**src/rtl/rv32_ctrl_stage.sv**
```systemverilog
// rv32_ctrl_stage: registered RV32I decode/control stage with handshake, load-use bubbles and flush.
// Optional M-extension decode of RXX funct7=0000001 is enabled by defining CTRL_MEXT_EN.
module rv32_ctrl_stage #(
   parameter int ALU_OP_W = 6,
   parameter int CNT_W    = 16
) (
   input  logic                clk_i,
   input  logic                rst_ni,
   input  logic                in_valid_i,
   output logic                in_ready_o,
   input  logic [31:0]         instr_i,
   input  logic                flush_i,
   output logic                out_valid_o,
   input  logic                out_ready_i,
   output logic                alusrc_o,
   output logic [1:0]          a_sel_o,
   output logic [ALU_OP_W-1:0] alu_op_o,
   output logic                mem_to_reg_o,
   output logic                reg_write_o,
   output logic                mem_read_o,
   output logic                mem_write_o,
   output logic                branch_o,
   output logic                jump_o,
   output logic                jalr_o,
   output logic                illegal_o,
   output logic [31:0]         imm_o,
   output logic [4:0]          rs1_o,
   output logic [4:0]          rs2_o,
   output logic [4:0]          rd_o,
   output logic [2:0]          funct3_o,
   output logic [CNT_W-1:0]    stall_cnt_o
);
   localparam logic [6:0] OP_R     = 7'b0110011;
   localparam logic [6:0] OP_I     = 7'b0010011;
   localparam logic [6:0] OP_B     = 7'b1100011;
   localparam logic [6:0] OP_LUI   = 7'b0110111;
   localparam logic [6:0] OP_AUIPC = 7'b0010111;
   localparam logic [6:0] OP_JAL   = 7'b1101111;
   localparam logic [6:0] OP_JALR  = 7'b1100111;
   localparam logic [6:0] OP_L     = 7'b0000011;
   localparam logic [6:0] OP_S     = 7'b0100011;
`ifdef CTRL_MEXT_EN
   localparam logic MEXT = 1'b1;
`else
   localparam logic MEXT = 1'b0;
`endif

   typedef struct packed {
      logic                alusrc;
      logic [1:0]          a_sel;
      logic [ALU_OP_W-1:0] alu_op;
      logic                mem_to_reg;
      logic                reg_write;
      logic                mem_read;
      logic                mem_write;
      logic                branch;
      logic                jump;
      logic                jalr;
      logic                illegal;
      logic [31:0]         imm;
      logic [4:0]          rs1;
      logic [4:0]          rs2;
      logic [4:0]          rd;
      logic [2:0]          funct3;
   } ctrl_t;

   logic [6:0]       w_op;
   logic [6:0]       w_f7;
   logic [2:0]       w_f3;
   logic [1:0]       w_cls;
   logic             w_alt;
   logic [2:0]       w_fld;
   logic             w_wr;
   logic             w_m;
   logic             w_hold;
   logic             w_hazard;
   logic             w_uses_rs2;
   logic             w_take;
   ctrl_t            w_d;
   ctrl_t            r_b;
   logic             r_valid;
   logic [CNT_W-1:0] r_cnt;

   assign w_op = instr_i[6:0];
   assign w_f3 = instr_i[14:12];
   assign w_f7 = instr_i[31:25];
   assign w_m  = MEXT && (w_f7 == 7'b0000001);

   always_comb begin
      w_d        = '0;
      w_d.rs1    = instr_i[19:15];
      w_d.rs2    = instr_i[24:20];
      w_d.rd     = instr_i[11:7];
      w_d.funct3 = w_f3;
      w_cls      = 2'b10;
      w_alt      = 1'b0;
      w_fld      = 3'b000;
      w_wr       = 1'b0;
      case (w_op)
         OP_R: begin
            w_cls       = w_m ? 2'b11 : 2'b00;
            w_alt       = w_m ? 1'b0 : w_f7[5];
            w_fld       = w_f3;
            w_wr        = 1'b1;
            w_d.illegal = !((w_f7 == 7'b0000000) || (w_f7 == 7'b0100000) || w_m);
         end
         OP_I: begin
            w_cls      = 2'b00;
            w_alt      = (w_f3 == 3'b101) & w_f7[5];
            w_fld      = w_f3;
            w_wr       = 1'b1;
            w_d.alusrc = 1'b1;
            w_d.imm    = {{20{instr_i[31]}}, instr_i[31:20]};
         end
         OP_B: begin
            w_cls      = 2'b01;
            w_fld      = w_f3;
            w_d.branch = 1'b1;
            w_d.rd     = 5'd0;
            w_d.imm    = {{19{instr_i[31]}}, instr_i[31], instr_i[7], instr_i[30:25], instr_i[11:8], 1'b0};
         end
         OP_LUI: begin
            w_wr       = 1'b1;
            w_d.a_sel  = 2'b10;
            w_d.alusrc = 1'b1;
            w_d.imm    = {instr_i[31:12], 12'b0};
         end
         OP_AUIPC: begin
            w_wr       = 1'b1;
            w_d.a_sel  = 2'b01;
            w_d.alusrc = 1'b1;
            w_d.imm    = {instr_i[31:12], 12'b0};
         end
         OP_JAL: begin
            w_wr       = 1'b1;
            w_d.a_sel  = 2'b01;
            w_d.alusrc = 1'b1;
            w_d.jump   = 1'b1;
            w_d.imm    = {{11{instr_i[31]}}, instr_i[31], instr_i[19:12], instr_i[20], instr_i[30:21], 1'b0};
         end
         OP_JALR: begin
            w_wr       = 1'b1;
            w_d.alusrc = 1'b1;
            w_d.jump   = 1'b1;
            w_d.jalr   = 1'b1;
            w_d.imm    = {{20{instr_i[31]}}, instr_i[31:20]};
         end
         OP_L: begin
            w_wr           = 1'b1;
            w_d.alusrc     = 1'b1;
            w_d.mem_read   = 1'b1;
            w_d.mem_to_reg = 1'b1;
            w_d.imm        = {{20{instr_i[31]}}, instr_i[31:20]};
         end
         OP_S: begin
            w_d.alusrc    = 1'b1;
            w_d.mem_write = 1'b1;
            w_d.rd        = 5'd0;
            w_d.imm       = {{20{instr_i[31]}}, instr_i[31:25], instr_i[11:7]};
         end
         default: begin
            w_cls       = 2'b00;
            w_d.illegal = 1'b1;
         end
      endcase
      w_d.alu_op    = ALU_OP_W'({w_cls, w_alt, w_fld});
      w_d.reg_write = w_wr & ~w_d.illegal & (w_d.rd != 5'd0);
   end

   // rs1 is compared for every opcode; rs2 only where the format actually reads it
   assign w_uses_rs2 = (w_op == OP_R) || (w_op == OP_B) || (w_op == OP_S);
   assign w_hold     = r_valid & ~out_ready_i;
   assign w_hazard   = r_valid & r_b.mem_read & (r_b.rd != 5'd0) & in_valid_i &
                       ((w_d.rs1 == r_b.rd) | ((w_d.rs2 == r_b.rd) & w_uses_rs2));
   assign in_ready_o = ~w_hold & ~w_hazard & ~flush_i;
   assign w_take     = in_valid_i & ~w_hazard;

   always_ff @(posedge clk_i or negedge rst_ni) begin
      if (!rst_ni) begin
         r_valid <= 1'b0;
         r_b     <= '0;
         r_cnt   <= '0;
      end else if (flush_i) begin
         r_valid <= 1'b0;
         r_b     <= '0;
      end else if (!w_hold) begin
         r_valid <= w_take;
         r_b     <= w_take ? w_d : '0;
         if (w_hazard && (r_cnt != '1)) r_cnt <= r_cnt + 1'b1;
      end
   end

   assign out_valid_o  = r_valid;
   assign alusrc_o     = r_b.alusrc;
   assign a_sel_o      = r_b.a_sel;
   assign alu_op_o     = r_b.alu_op;
   assign mem_to_reg_o = r_b.mem_to_reg;
   assign reg_write_o  = r_b.reg_write;
   assign mem_read_o   = r_b.mem_read;
   assign mem_write_o  = r_b.mem_write;
   assign branch_o     = r_b.branch;
   assign jump_o       = r_b.jump;
   assign jalr_o       = r_b.jalr;
   assign illegal_o    = r_b.illegal;
   assign imm_o        = r_b.imm;
   assign rs1_o        = r_b.rs1;
   assign rs2_o        = r_b.rs2;
   assign rd_o         = r_b.rd;
   assign funct3_o     = r_b.funct3;
   assign stall_cnt_o  = r_cnt;
endmodule

```
**config.mk**
```make
export PLATFORM = sky130hd
export DESIGN_NAME = rv32_ctrl_stage
export DESIGN_NICKNAME = d
export VERILOG_FILES = /design/src/rtl/rv32_ctrl_stage.sv
export SDC_FILE = /design/constraint.sdc
export NUM_CORES = 1
export LEC_CHECK = 0
export ABC_AREA = 0
export CORE_ASPECT_RATIO = 0.9
export CORE_MARGIN = 5
export CORE_UTILIZATION = 52
export CTS_BUF_LIST = sky130_fd_sc_hd__clkbuf_2 sky130_fd_sc_hd__clkbuf_4 sky130_fd_sc_hd__clkbuf_8
export CTS_CLUSTER_DIAMETER = 40
export CTS_CLUSTER_SIZE = 24
export DETAILED_ROUTE_END_ITERATION = 10
export HOLD_SLACK_MARGIN = 0.15
export PLACE_DENSITY = 0.95
export SLEW_MARGIN = 20
export SYNTH_ARGS = -nofsm -noshare
export SYNTH_HDL_FRONTEND = slang
export SYNTH_SLANG_ARGS = --single-unit
```
**constraint.sdc**
```tcl
create_clock -name clk_i -period 4 [get_ports clk_i]
set_input_delay 1 -clock clk_i [delete_from_list [all_inputs] [get_ports clk_i]]
set_output_delay 1 -clock clk_i [all_outputs]
set_load 0.005 [all_outputs]
```
==> impl_metrics.toml, run 1 <==
[grt]
antenna_found_initial = 0
grt_max_degree = 83
overflow = 0
grt_pass1_wl_microns = 19200
grt_pass1_vias = 3654
grt.total_usage_pct = 26.6

[timing]
finalSetupViolations = 0
finalCritPeriodShare_pct = 93.9
skew_ps = 14.1
max_slew_margin_pct = 52.2
rsz0062_at_grt = "no"
tightest_slew_ps = 718
tns_ps = 0
post-route-min-period_ps = 3760
hold_viol_final = 0
fmax_mhz = 266
maxSlewViolCount = 0

[power]
pwr-share-seq_pct = 51.2
irDropWorstVdd_uv = 153
netSwitchingFraction_pct = 24.4
combPwrFrac_pct = 10.7
clock_power_share_pct = 38.1
power_switching_mw = 0.406
p_per_area_nw_per_um2 = 309
intPower_mw = 1.25
leakagePower_nw = 2.27

[finish]
area_delta_synth_final_pct = 40.0
final_cell_mix = "clkdlybuf4s50_1, dfrtp_1, nand2_1"
stdcell_count = 591
layout.nets = 531
drive_gt1_share_pct = 8.23
multiInputGateArea_sq_um = 1650
final_common_cell = "clkdlybuf4s50_1"
diodes = 0
fin_area_sq_um = 5370
seqCellArea_sq_um = 2050
fillers = 481

[clock_tree]
cts-hold-fix-buffers = 0
clock_path_buffers = 2
cts_resized = 0
clock-sinks = 82
cts.clk_slew.worst_paths_ps = 70
cts_tree = "done"
cts-root-buf = "clkbuf_8"
clock_latency_ps = 350
cts_max_level = 3
cts_setup_buffers = 0
numCtsBuffers = 9

[synth]
synth_largest_area_cell = "dfrtp_1"
synth_nets = 409
yosys.area_share.adder_pct = 0.326
synth_top_family_by_area = "compound AO/OA/AOI/OAI gates"
synth_cell_types = 46
synth_cells = 371
yosysTopAreaCellShare_pct = 53.5
yosys.area_share.xor_xnor_pct = 5.94
synth.area.top_cells = "dfrtp_1, a22o_1, o21ai_0"
synth-edff-count = 0
avgSynthCellArea_sq_um = 10.3
syn-cell-area_sq_um = 3830
ys_seq_area_share_pct = 53.5
ys_seq_elements = 82
yosys.area_share.simple_pct = 16.2
ys.flop_type = "dfrtp_1"
yosys_warnings = 0
synth-async-reset-ratio_pct = 100
synthMuxAreaShare_pct = 0.294
synth_compound_area_share_pct = 20.2

[critical_path]
crit_arrival_ps = 2760
cp-end-kind = "output pin"
worstPathRequired_ps = 3000
ff2ff_path_depth = 7
reg2reg_from = "rd_o[1]$_DFFE_PN0P_"
cp-start-kind = "input pin"
reg2reg_to = "rd_o[3]$_DFFE_PN0P_"
crit_type = "input pin to output pin"
rrSetupSlack_ps = 1600
critPathMaxFanout = 4

[detailed_routing]
drc = 0
drt_iter0_markers = 226
routedWlPerCell_microns = 20.2
drtPass1Iterations = 6
via_per_inst = 6.11
num_vias = 3609
ant_nets = 0
routed_wl_microns = 11900

[placement]
dp_hpwl_microns = 8430
place_inst = 575
port_buffers = 121
gp_congestion = 0.941
place_area_sq_um = 5160

[floorplan]
die_w_microns = 101
dieArea_sq_um = 9190
ios = 122
start_util_pct = 53.9
fp.dieH_microns = 91.5
row_count = 29
core_sq_um = 7110

[min_path]
hold_end = "alu_op_o[5]$_DFFE_PN0P_"
hold_depth = 2
hp-class = "flop to flop"
hp-start = "alu_op_o[5]$_DFFE_PN0P_"

[run_status]
status = "completed"

[flow_run]
cap_violations = 0
==> registers in the layout, summed over array words and instances (netlist names) <==
name,count
imm_o,32
stall_cnt_o,16
alu_op_o,5
rd_o,5
rs1_o,5
rs2_o,5
funct3_o,3
a_sel_o,2
alusrc_o,1
branch_o,1
illegal_o,1
jalr_o,1
jump_o,1
mem_to_reg_o,1
mem_write_o,1
out_valid_o,1
reg_write_o,1
==> cell families (layout without fill, tap and decap cells) <==
| family | Yosys count | after routing |
|---|---|---|
| xor gates and xnor gates | 26 | 26 |
| adders and majority gates | 1 | 1 |
| buffers and inverters | 29 | 156 |
| muxes | 1 | 1 |
| DFF | 82 | 82 |
| and+or+nand+nor | 118 | 118 |
| AOI/OAI and AO/OA | 114 | 114 |
==> synth_stat cells (4+ instances only) <==
library cell,instances
a21oi_1,26
a22o_1,30
a22oi_1,5
a32o_1,6
buf_2,4
clkbuf_1,12
dfrtp_1,82
inv_1,7
nand2_1,48
nand3_1,13
nand4_1,4
nor2_1,18
nor2b_1,4
nor3_1,7
nor4_1,5
o21ai_0,36
xnor2_1,16
xor2_1,10
==> power groups by stage <==
| stage | clock (mW) | combinational (mW) | sequential (mW) |
|---|---|---|---|
| 2_1_floorplan | 0 | 0.0625 | 0.864 |
| 3_3_place_gp | 0 | 0.170 | 0.865 |
| 3_5_place_dp | 0 | 0.175 | 0.865 |
| 4_1_cts | 0.635 | 0.176 | 0.849 |
| 5_1_grt | 0.666 | 0.192 | 0.851 |
| 6_report | 0.632 | 0.178 | 0.850 |
==> through the flow <==
stage	power, mW	setup slack (ps)	utilization, %	hold WS (ps)
6_report	1.66	243	75.5	477
5_1_grt	1.71	145	75.5	513
3_5_place_dp	1.04	270	72.5	463
2_1_floorplan	0.927	1140	-	463
3_3_place_gp	1.04	306	72.5	455
4_1_cts	1.66	241	75.4	480
==> worst max-delay path, stage by stage <==
cell	delay [ps]
clkdlybuf4s50_1	630
xnor2_1	170
nand4_1	170
o22ai_4	210
a21boi_2	100
clkdlybuf4s50_1	480
==> worst max path at each step <==
stage,from,end,cells past startpoint
5_1_grt,instr_i[22],in_ready_o,6
6_report,instr_i[24],in_ready_o,6
3_3_place_gp,instr_i[22],in_ready_o,6
4_1_cts,instr_i[22],in_ready_o,6
2_1_floorplan,instr_i[3],in_ready_o,5
3_5_place_dp,instr_i[2],in_ready_o,6
==> cell type report <==
class	instances	area share, %
sequential	82	38.2
multi-input combinational	260	30.8
timing repair buffer	133	24.5
clock buffer	12	2.96
tap	93	2.17
clock inverter	4	0.909
inverter	7	0.489
==> routing by layer <==
metal | part of all wire, % | GRT usage [%] | up-vias
li1 | - | - | 1591
met1 | 39 | 34.7 | 1786
met2 | 50 | 43.3 | 194
met3 | 7.9 | 4.21 | 38
met4 | 3.1 | 12.6 | 0
met5 | 0 | 0 | -
Power figures use the tool's default switching activity.
==> inputs of run 2 (changes only) <==
CTS_CLUSTER_SIZE = unset   (was 24)
==> results of run 2 <==
No change in the layout: final DEF, timing and power equal those of run 1.
